--- src/rtl/pipe_stage_ctrl_if.sv ---
// Valid/ready handshake bundle between two pipeline stages plus the hazard-unit flush.
// master = upstream/downstream/hazard environment, slave = the stage controller.
interface pipe_stage_ctrl_if #(
   parameter int WIDTH = 64
);
   logic             in_valid;
   logic             in_ready;
   logic [WIDTH-1:0] in_data;
   logic             out_valid;
   logic             out_ready;
   logic [WIDTH-1:0] out_data;
   logic             flush;

   modport master (
      output in_valid, in_data, out_ready, flush,
      input  in_ready, out_valid, out_data
   );

   modport slave (
      input  in_valid, in_data, out_ready, flush,
      output in_ready, out_valid, out_data
   );
endinterface

--- src/rtl/pipe_stage_ctrl.sv ---
// Two-entry (main + skid) pipeline stage with registered in_ready and synchronous flush.
// Optional stall statistics counter enabled by defining PIPE_STAGE_STATS_EN.
module pipe_stage_ctrl #(
   parameter int WIDTH = 64
) (
   input  logic               clk,
   input  logic               reset,
   pipe_stage_ctrl_if.slave   bus
`ifdef PIPE_STAGE_STATS_EN
   ,
   output logic [31:0]        stall_cycles
`endif
);

   typedef enum logic [1:0] {
      EMPTY = 2'd0,
      ONE   = 2'd1,
      TWO   = 2'd2
   } state_t;

   state_t           state_q, state_d;
   logic [WIDTH-1:0] m_q, m_d;
   logic [WIDTH-1:0] s_q, s_d;
   logic             in_ready_q;
   logic             in_fire, out_fire;

   assign bus.out_valid = (state_q != EMPTY);
   assign bus.out_data  = m_q;
   assign bus.in_ready  = in_ready_q;

   assign in_fire  = bus.in_valid & in_ready_q;
   assign out_fire = bus.out_valid & bus.out_ready;

   // NOTE: every variable gets a default before the case, so no path leaves it unassigned and no latch is inferred.
   always_comb begin
      state_d = state_q;
      m_d     = m_q;
      s_d     = s_q;
      if (bus.flush) begin
         state_d = EMPTY;
      end else begin
         unique case (state_q)
            EMPTY: begin
               if (in_fire) begin
                  state_d = ONE;
                  m_d     = bus.in_data;
               end
            end
            ONE: begin
               if (in_fire && out_fire) begin
                  m_d = bus.in_data;
               end else if (in_fire) begin
                  state_d = TWO;
                  s_d     = bus.in_data;
               end else if (out_fire) begin
                  state_d = EMPTY;
               end
            end
            TWO: begin
               // Skid data only ever reaches the output by moving through M.
               if (out_fire) begin
                  state_d = ONE;
                  m_d     = s_q;
               end
            end
            default: state_d = EMPTY;
         endcase
      end
   end

   // NOTE: sequential state uses non-blocking assignments so every flop samples pre-edge values.
   always_ff @(posedge clk) begin
      if (reset) begin
         state_q    <= EMPTY;
         m_q        <= '0;
         s_q        <= '0;
         in_ready_q <= 1'b1;
      end else begin
         state_q    <= state_d;
         m_q        <= m_d;
         s_q        <= s_d;
         // Registered from next state, so out_ready never reaches in_ready combinationally.
         in_ready_q <= (state_d != TWO);
      end
   end

`ifdef PIPE_STAGE_STATS_EN
   logic [31:0] stall_q;

   always_ff @(posedge clk) begin
      if (reset) begin
         stall_q <= '0;
      end else if (bus.out_valid && !bus.out_ready && (stall_q != 32'hFFFF_FFFF)) begin
         stall_q <= stall_q + 32'd1;
      end
   end

   assign stall_cycles = stall_q;
`endif

endmodule

--- src/flat_wrapper.sv ---
// flat-port wrapper written by rule: the top's interface ports become plain ports
module pipe_stage_ctrl_flat 
#(
   parameter int WIDTH = 64
)
  (clk, reset, bus_in_valid, bus_in_data, bus_out_ready, bus_flush, bus_in_ready, bus_out_valid, bus_out_data);
  pipe_stage_ctrl_if #(.WIDTH(WIDTH)) bus_i ();
  input  logic clk;
  input  logic reset;
  input wire logic [$bits(bus_i.in_valid)-1:0] bus_in_valid;
  input wire logic [$bits(bus_i.in_data)-1:0] bus_in_data;
  input wire logic [$bits(bus_i.out_ready)-1:0] bus_out_ready;
  input wire logic [$bits(bus_i.flush)-1:0] bus_flush;
  output wire logic [$bits(bus_i.in_ready)-1:0] bus_in_ready;
  output wire logic [$bits(bus_i.out_valid)-1:0] bus_out_valid;
  output wire logic [$bits(bus_i.out_data)-1:0] bus_out_data;
  assign bus_i.in_valid = bus_in_valid;
  assign bus_i.in_data = bus_in_data;
  assign bus_i.out_ready = bus_out_ready;
  assign bus_i.flush = bus_flush;
  assign bus_in_ready = bus_i.in_ready;
  assign bus_out_valid = bus_i.out_valid;
  assign bus_out_data = bus_i.out_data;
  pipe_stage_ctrl #(.WIDTH(WIDTH)) u_core (.clk(clk), .reset(reset), .bus(bus_i));
endmodule
--- config.mk ---
export PLATFORM = sky130hd
export DESIGN_NAME = pipe_stage_ctrl_flat
export DESIGN_NICKNAME = d
export VERILOG_FILES = /design/src/rtl/pipe_stage_ctrl_if.sv /design/src/rtl/pipe_stage_ctrl.sv /design/src/flat_wrapper.sv
export SDC_FILE = /design/constraint.sdc
export NUM_CORES = 1
export LEC_CHECK = 0
export BUFFER_PORTS_ARGS = -buffer_cell sky130_fd_sc_hd__buf_2
export CAP_MARGIN = 20
export CORE_ASPECT_RATIO = 1.4
export CORE_MARGIN = 3
export CORE_UTILIZATION = 36
export CTS_BUF_LIST = sky130_fd_sc_hd__clkbuf_4 sky130_fd_sc_hd__clkbuf_8
export DETAILED_ROUTE_END_ITERATION = 16
export GPL_ROUTABILITY_DRIVEN = 0
export GPL_TIMING_DRIVEN = 0
export PLACE_DENSITY = 0.7
export SYNTH_ARGS = -nofsm -noshare
export SYNTH_HDL_FRONTEND = slang
export SYNTH_SLANG_ARGS = --single-unit
export TNS_END_PERCENT = 30
--- constraint.sdc ---
create_clock -name clk -period 1.4 [get_ports clk]
set_input_delay 0.07 -clock clk [delete_from_list [all_inputs] [get_ports clk]]
set_output_delay 0.07 -clock clk [all_outputs]
set_load 0.02 [all_outputs]
======== Word-level counts from Yosys, hierarchy flattened ========
Index checks and enable logic that the tools add are counted.
Widths: inputs -> output; s select.
word-level totals
  register bits after elaboration ......... 131
  output and inout bits ................... 66
  logic and storage cells ................. 31
cells by class
  equality and inequality tests ........... 6
  multiplexer cells ....................... 11
  bitwise logic cells ..................... 4
  reduce and logical (&&, ||, !) cells .... 6
operators with widths
  operator            count
  $mux 64             3
  $pmux 64 s3         1
  $mux 2              6
  $ne 2x1->1 const B  3
  $pmux 2 s3          1
  $reduce_and 5->1    1
  $reduce_and 4->1    1
  $reduce_bool 3->1   1
  $and 1x1->1         2
  $eq 2x1->1 const B  1
  $eq 2x2->1 const B  1
  $logic_not 2->1     1
  $ne 2x2->1 const B  1
  $not 1->1           2
  $reduce_bool 2->1   1
  $logic_and 1x1->1   1

======== Longest topological paths before layout ========
Gate-level depths: netlist (run 1).
  word-level depth ........................ 8
  gate-level depth with buffers ........... 6
  gate-level depth less buffers ........... 4

======== Least setup slack after synthesis (run 1) ========
No wires, ideal clock.
  path kind ............................... reg2reg
  start ................................... reg u_core.in_ready_q (netlist: u_core.bus.in_ready)
  end ..................................... reg u_core.m_q[10] (netlist: u_core.bus.out_data[10])
  library setup time ...................... 0.086 ns
  arrival time ............................ 1.454 ns
  setup slack ............................. -0.140 ns
  cell stages (with the launch flop) ...... 7
  period minus slack after synthesis ...... 1.540 ns
  cell sequence ........................... dfxtp_1 > nand2_1 > o41ai_2 > buf_4 > buf_6 > nor2_1 > a211oi_1
between the ends
  word-level cells in the longest chain between the ends .. 4
RTL lines
  item                            line                   source
  from (decl)                     pipe_stage_ctrl.sv:24  logic in_ready_q;
  from (signal assigned)          pipe_stage_ctrl.sv:83  in_ready_q <= (state_d != TWO);
  $and 1x1->1 (*)                 pipe_stage_ctrl.sv:31  assign in_fire = bus.in_valid & in_ready_q;
  $logic_and 1x1->1               pipe_stage_ctrl.sv:50  if (in_fire && out_fire) begin
  $ne 2x1->1 (no line)            n/a
  $reduce_and 5->1 (no line) (*)  n/a
  to (signal assigned)            pipe_stage_ctrl.sv:80  m_q <= m_d;
  to (decl)                       pipe_stage_ctrl.sv:22  logic [WIDTH-1:0] m_q, m_d;
Mark *: on every way between the ends. The rest lies on a longest branch, timed or not.
A chain may end at the register's enable or synchronous reset.

======== Worst setup path in the final report (run 1) ========
  start ................................... reg u_core.state_q[1]
  end ..................................... reg u_core.m_q[40] (netlist: u_core.bus.out_data[40])
between the ends
  word-level cells in the longest chain between the ends .. 5
RTL lines
  item                        line                   source
  from (decl)                 pipe_stage_ctrl.sv:21  state_t state_q, state_d;
  from (signal assigned)      pipe_stage_ctrl.sv:79  state_q <= state_d;
  $reduce_bool 2->1           pipe_stage_ctrl.sv:27  assign bus.out_valid = (state_q != EMPTY);
  $and 1x1->1                 pipe_stage_ctrl.sv:32  assign out_fire = bus.out_valid & bus.out_ready;
  $logic_and 1x1->1           pipe_stage_ctrl.sv:50
  $ne 2x1->1 (no line)        n/a
  $reduce_and 5->1 (no line)  n/a
Several ways; a longest one is shown, not always the timed one.

==> results of run 1 <==
[power by group]
group,internal (uW),switching [uW]
combinational,573,647
clock,1850,1520
sequential,3870,81.0
total,6300,2250
[final cells by class]
type,count,area [um^2]
flip-flops and latches,131,2630
multi-input cells,399,2430
repair buffers,211,1530
inverters,3,11.3
plain buffers,49,414
fillers,1287,6310
clock inverters,13,159
clock buffers,19,262
well taps,185,231
[cells by family after synthesis]
logic type / count (synthesis) / synth area share, %
AND/OR/NAND/NOR: 203 / 15.2
AO/OA/AOI/OAI: 131 / 16.0
flip-flops: 131 / 50.6
multiplexers: 64 / 12.4
buffers and inverters: 52 / 5.63
XOR/XNOR: 1 / 0.169
[registers in the layout (all words and copies together) (netlist names)]
register             cells
u_core.state_q           2
u_core.s_q              64
u_core.bus.out_data     64
u_core.bus.in_ready      1
[placed cells by master (no fill, tap or decap), types with 2 or more instances in the layout]
master	instances
a211oi_1	46
a211oi_2	18
a21oi_1	65
buf_12	2
buf_2	134
buf_4	9
buf_6	16
buf_8	7
bufinv_16	3
clkbuf_1	15
clkbuf_16	5
clkbuf_4	7
clkbuf_8	19
clkinv_2	4
clkinv_4	3
clkinvlp_4	3
dfxtp_1	128
dfxtp_2	2
dlygate4sd3_1	65
inv_1	3
mux2i_1	63
nand2_1	128
nor2_1	61
nor2_2	2
nor2_4	2
[repair_timing]
| item | in CTS | in global routing |
|---|---|---|
| hold endpoints to repair | 118 | 0 |
| cloned | 0 | 6 |
| buffers inserted | 1 | 6 |
| gates resized for setup | 30 | 59 |
| setup endpoints to repair | 125 | 127 |
| hold buffers | 65 | 0 |
| pin swaps | 2 | 11 |
[path summary, 6_finish.rpt]
check                          from                      end  slack, ns  cells past startpoint
setup reg to reg  u_core.state_q[1]  u_core.bus.out_data[40]      -0.15                      6
hold / removal            bus_flush      u_core.bus.in_ready       0.09                      3
setup / recovery  u_core.state_q[1]  u_core.bus.out_data[40]      -0.15                      6
hold reg to reg      u_core.s_q[62]           u_core.s_q[62]       0.45                      2
[through the flow]
step,power [uW],setup WS (ns),std cells,TNS (ns)
floorplan,4580,0.0113,582,0
global placement,4940,-0.274,900,-22.26
detailed placement,4950,-0.289,900,-23.93
CTS,8470,-0.195,998,-9.40
global route,8870,-0.222,1010,-18.73
finish,8550,-0.147,1010,-9.28
[critical path, cell delays in order (launching register included)]
cell	delay, ns
dfxtp_2	0.37
o41ai_4	0.40
buf_4	0.19
buf_12	0.14
buf_12	0.11
clkbuf_16	0.14
a211oi_2	0.06
[per-layer routing]
layer	GRT usage, %	up-vias	part of all wire, %
met5	0	-	0
met4	6.89	0	2.0
met3	4.59	24	4.9
met2	31.4	122	52
met1	20.2	2220	41
li1	-	2451	-
==> metrics.md, run 1 <==
| Metric | Value |
|---|---|
| Fin. max-slew vios | `0` |
| Outcome | `finished, violations left` |
| Largest net degree at the start of global routing | `17` |
| Area leader, netlist | `dfxtp_1` |
| Crit path max fanout | `7` |
| Layout cell share with drive strength beyond 1 | `29.6%` |
| Post-Route WL | `14,700 um` |
| Total congestion overflow | `0` |
| Nets@finish | `881` |
| Via count | `4,817` |
| # diodes | `0` |
| PortBufs | `133` |
| Full die area | `15,900 um^2` |
| Final hold vios | `0` |
| CTS root buf | `clkbuf_8` |
| Top post-synthesis cells by count | `dfxtp_1 (131), nand2_1 (129), a21oi_1 (65), nor2_1 (65)` |
| CTS clock-pin slew for the worst setup and hold paths | `0.08 ns` |
| Vias in the first global route | `4,617` |
| Worst-Skew Late Latency | `0.42 ns` |
| Clock tree sinks | `131` |
| Static Leakage | `0.00348 uW` |
| RSZ-0062 raised after global routing | `true` |
| Critical Path End Type | `flip-flop` |
| Post-route cell area | `7670 um^2` |
| Post-synthesis net count | `651` |
| First-pass GRT wire length | `22,400 um` |
| Failing checks | `negative setup slack` |
| Max-cap violations | `0` |
| Hold slack final | `0.0927 ns` |
| PwrDens | `1120 nW/um^2` |
| Arrival time of the worst setup path | `1.84 ns` |
| Leading register cell type out of synthesis | `dfxtp_1` |
| # rows | `51` |
| Crit Path Category | `flip-flop to flip-flop` |
| Drt initial violations | `147` |
| Synth cell types | `22` |
| Final Util | `54.9%` |
| Hold crit path type | `input port to flip-flop` |
| Fraction of registers with async set/reset | `0%` |
| Slew headroom | `58.0%` |
| Starting density of the core | `37.1%` |
| Tightest Pin Transition | `0.630 ns` |
| Dpl hpwl | `9470 um` |
| Synthesis-to-layout area growth | `47.9%` |
| Tcrit/Tclk final | `111%` |
| Top cells by area, synth | `dfxtp_1 (51%), mux2i_1 (12%), nand2_1 (9.3%)` |
| Yosys warnings | `0` |
| # DRC | `0` |
| Startpoint Class | `flip-flop` |
| Worst setup margin | `-0.147 ns` |
| Ports | `135` |
| Max VDD drop | `0.508 mV` |
| Yosys reg bits | `131` |
| Routed len/inst | `14.6 um` |
| Core area | `14,000 um^2` |
| Post-DP Area | `6090 um^2` |
| Clock buffer depth | `2` |
| Number of synthesized flops with an enable pin | `0` |
| Final setup skew | `0.00574 ns` |
| Syn Inst Count | `582` |
| Antenna-violating nets left | `0` |
| Mean Syn Cell Area | `8.90 um^2` |
| CTS tree | `built` |
| Die width | `107 um` |
| Fmax | `646 MHz` |
| GRT Util Overall | `17.7%` |
| CTS Buf Count | `17` |
| Sequential area share after synthesis | `50.6%` |
| Drt pass-1 iters | `4` |
| Post-route minimum period | `1.55 ns` |
| Htree depth | `4` |
| Critical Path RT | `1.69 ns` |
| Synth Cell Area | `5180 um^2` |
| Post-synth top area share | `50.6%` |
| Die Y | `148 um` |
| Final setup vio count | `122` |
| Initial antenna violation count | `0` |
| Vias/cell | `4.77` |
| Most frequent cell after synthesis | `dfxtp_1` |
No activity file was read; power rests on OpenSTA's default activity.
==> run 2: changes to the inputs <==
==> constraint.sdc (replaced) <==
create_clock -name clk -period 1.3 [get_ports clk]
set_input_delay 0.065 -clock clk [delete_from_list [all_inputs] [get_ports clk]]
set_output_delay 0.065 -clock clk [all_outputs]
set_load 0.02 [all_outputs]
==> run 2 against run 1 <==
Net effect: the run still ends with negative setup slack left; final area grew 1.7%; sequential share of layout area shrank 0.55 points; first-iteration DRC count rose by 12%; worst setup slack worse by 0.13 ns; global-route usage grew 0.14 points; utilization up 0.95 points; critical path type unchanged; sequential power increased by 7.8%; combinational power rose by 11%; power is 12% higher; final cell count decreased by 0.20%; clock power rose by 18%; count of clock-buffer cells in the layout did not move.
==> metrics.md, run 2 (synthesis results as in run 1) <==
| Metric | Value |
|---|---|
| Startpoint Class | `flip-flop` |
| Largest net degree at the start of global routing | `17 (unchanged)` |
| Critical Path RT | `1.64 ns (-0.05 ns)` |
| Vias in the first global route | `4,636 (+0.41%)` |
| Full die area | `15,900 um^2 (unchanged)` |
| Worst setup margin | `-0.276 ns (-0.129 ns)` |
| Hold slack final | `0.0880 ns (-0.00466 ns)` |
| Crit Path Category | `flip-flop to flip-flop` |
| Clock tree sinks | `131 (unchanged)` |
| Failing checks | `negative setup slack` |
| Most common cell after layout, fill and taps aside | `buf_2` |
| Fmax | `634 MHz (-1.9%)` |
| Slew headroom | `53.4% (-4.6 points)` |
| Final hold vios | `0 (unchanged)` |
| Total power | `9600 uW (+12%)` |
| Fin. max-slew vios | `0 (unchanged)` |
| Post-Place Worst Slack | `-0.443 ns (-0.154 ns)` |
| # rows | `51 (unchanged)` |
| Crit path max fanout | `6 (-1)` |
| CTS root buf | `clkbuf_8` |
| Final setup skew | `0.0169 ns (+0.0112 ns)` |
| Drt initial violations | `165 (+12%)` |
| CTS Buf Count | `17 (unchanged)` |
| Synthesis-to-layout area growth | `50.5%` |
| Final setup vio count | `127 (+4.1%)` |
| Arrival time of the worst setup path | `1.91 ns (+0.07 ns)` |
| Htree depth | `4 (unchanged)` |
| Hold Crit Depth | `3 (unchanged)` |
| Starting density of the core | `37.1% (unchanged)` |
| Routed len/inst | `14.9 um (+2.2%)` |
| Worst-Skew Late Latency | `0.43 ns (about the same)` |
| Drt pass-1 iters | `4 (unchanged)` |
| PortBufs | `133 (unchanged)` |
| CTS clock-pin slew for the worst setup and hold paths | `0.08 ns (about the same)` |
| Die Y | `148 um (unchanged)` |
| Dpl hpwl | `9610 um (+1.4%)` |
| GRT Util Overall | `17.9% (+0.14 points)` |
| CTS tree | `built` |
| Total congestion overflow | `0 (unchanged)` |
| # diodes | `0 (unchanged)` |
| Post-Route WL | `15,000 um (+2.0%)` |
| Max-cap violations | `0 (unchanged)` |
| Vias/cell | `4.81 (+0.78%)` |
| Metal-1 WL | `6290 um (+3.6%)` |
| Ports | `135 (unchanged)` |
| Met3 wire length | `686 um (-5.6%)` |
| Core area | `14,000 um^2 (unchanged)` |
| Met2 WL | `7790 um (+2.3%)` |
| Clock buffer depth | `2 (unchanged)` |
| Setup TNS Final | `-20.95 ns (-11.67 ns)` |
| Most frequent cells in the layout | `buf_2 (133), nand2_1 (128), dfxtp_1 (128)` |
| Static Leakage | `0.00354 uW (+1.8%)` |
| Post-route cell area | `7800 um^2 (+1.7%)` |
| Antenna-violating nets left | `0 (unchanged)` |
| Post-route minimum period | `1.58 ns (+0.0292 ns)` |
| Layout cell share with drive strength beyond 1 | `32.1% (+2.5 points)` |
| Via count | `4,845 (+0.58%)` |
| First-pass GRT wire length | `22,700 um (+1.2%)` |
| Outcome | `finished, violations left` |
| Tightest Pin Transition | `0.699 ns (+0.0690 ns)` |
| Length in cells of the worst reg-to-reg path | `7 (+1)` |
| # DRC | `0 (unchanged)` |
| PwrDens | `1230 nW/um^2 (+10%)` |
| RSZ-0062 raised after global routing | `true` |
| Die width | `107 um (unchanged)` |
| Nets@finish | `879 (-0.23%)` |
| Fillcell total | `1,256 (-2.4%)` |
| Critical Path End Type | `flip-flop` |
| Tcrit/Tclk final | `121% (+11 points)` |
| Hold crit path type | `input port to flip-flop` |
| Post-DP Area | `6090 um^2 (about the same)` |
| Max VDD drop | `0.642 mV (+26%)` |
| Initial antenna violation count | `0 (unchanged)` |
| Top layer used by detailed routing | `met4` |
run 2: layout make-up:
type | count | area [um^2] | share of cell area (%)
buffer | 49 | 443 | 5.68
clock buffer | 19 | 249 | 3.19
inverter | 3 | 11.3 | 0.144
multi-input combinational | 399 | 2490 | 31.9
timing repair buffer | 209 | 1540 | 19.7
clock inverter | 13 | 208 | 2.66
tap | 185 | 231 | 2.97
sequential | 131 | 2630 | 33.7
run 2: worst paths after layout:
kind / startpoint / to / slack (ns)
worst max register to register: u_core.bus.in_ready / u_core.bus.out_data[39] / -0.28
worst max-delay path: u_core.bus.in_ready / u_core.bus.out_data[39] / -0.28
worst min-delay path: bus_flush / u_core.bus.in_ready / 0.09
worst min register to register: u_core.s_q[36] / u_core.s_q[36] / 0.45
run 2: power breakdown:
part           switching (uW)  internal [uW]  total, uW
Clock                    1660           2330       3990
Sequential               94.3           4170       4260
Combinational             717            630       1350
run 2: metal layers:
metal,up-vias,global-route usage (%)
li1,2448,-
met1,2271,20.6
met2,110,31.9
met3,16,4.67
met4,0,6.00
met5,-,0
run 2: per-stage QoR:
stage	cells	utilization [%]
after CTS	999	52.4
after global placement	900	43.6
after floorplan	582	-
after detailed placement	900	43.6
after global routing	1008	55.8
final	1008	55.8
run 2: timing repair:
item / 4_1_cts / 5_1_grt
setup buffers: 1 / 2
cloned: 1 / 7
resized for setup: 40 / 74
hold endpoints to repair: 126 / 0
hold buffers: 65 / 0
pin swaps: 11 / 49
setup endpoints to repair: 132 / 132
run 2: critical path, cell delays in order (launching register included):
cell       delay, ns
dfxtp_4         0.37
nand2_4         0.06
o41ai_2         0.27
buf_4           0.21
buf_12          0.16
clkbuf_16       0.15
nor2_2          0.04
a211oi_2        0.20
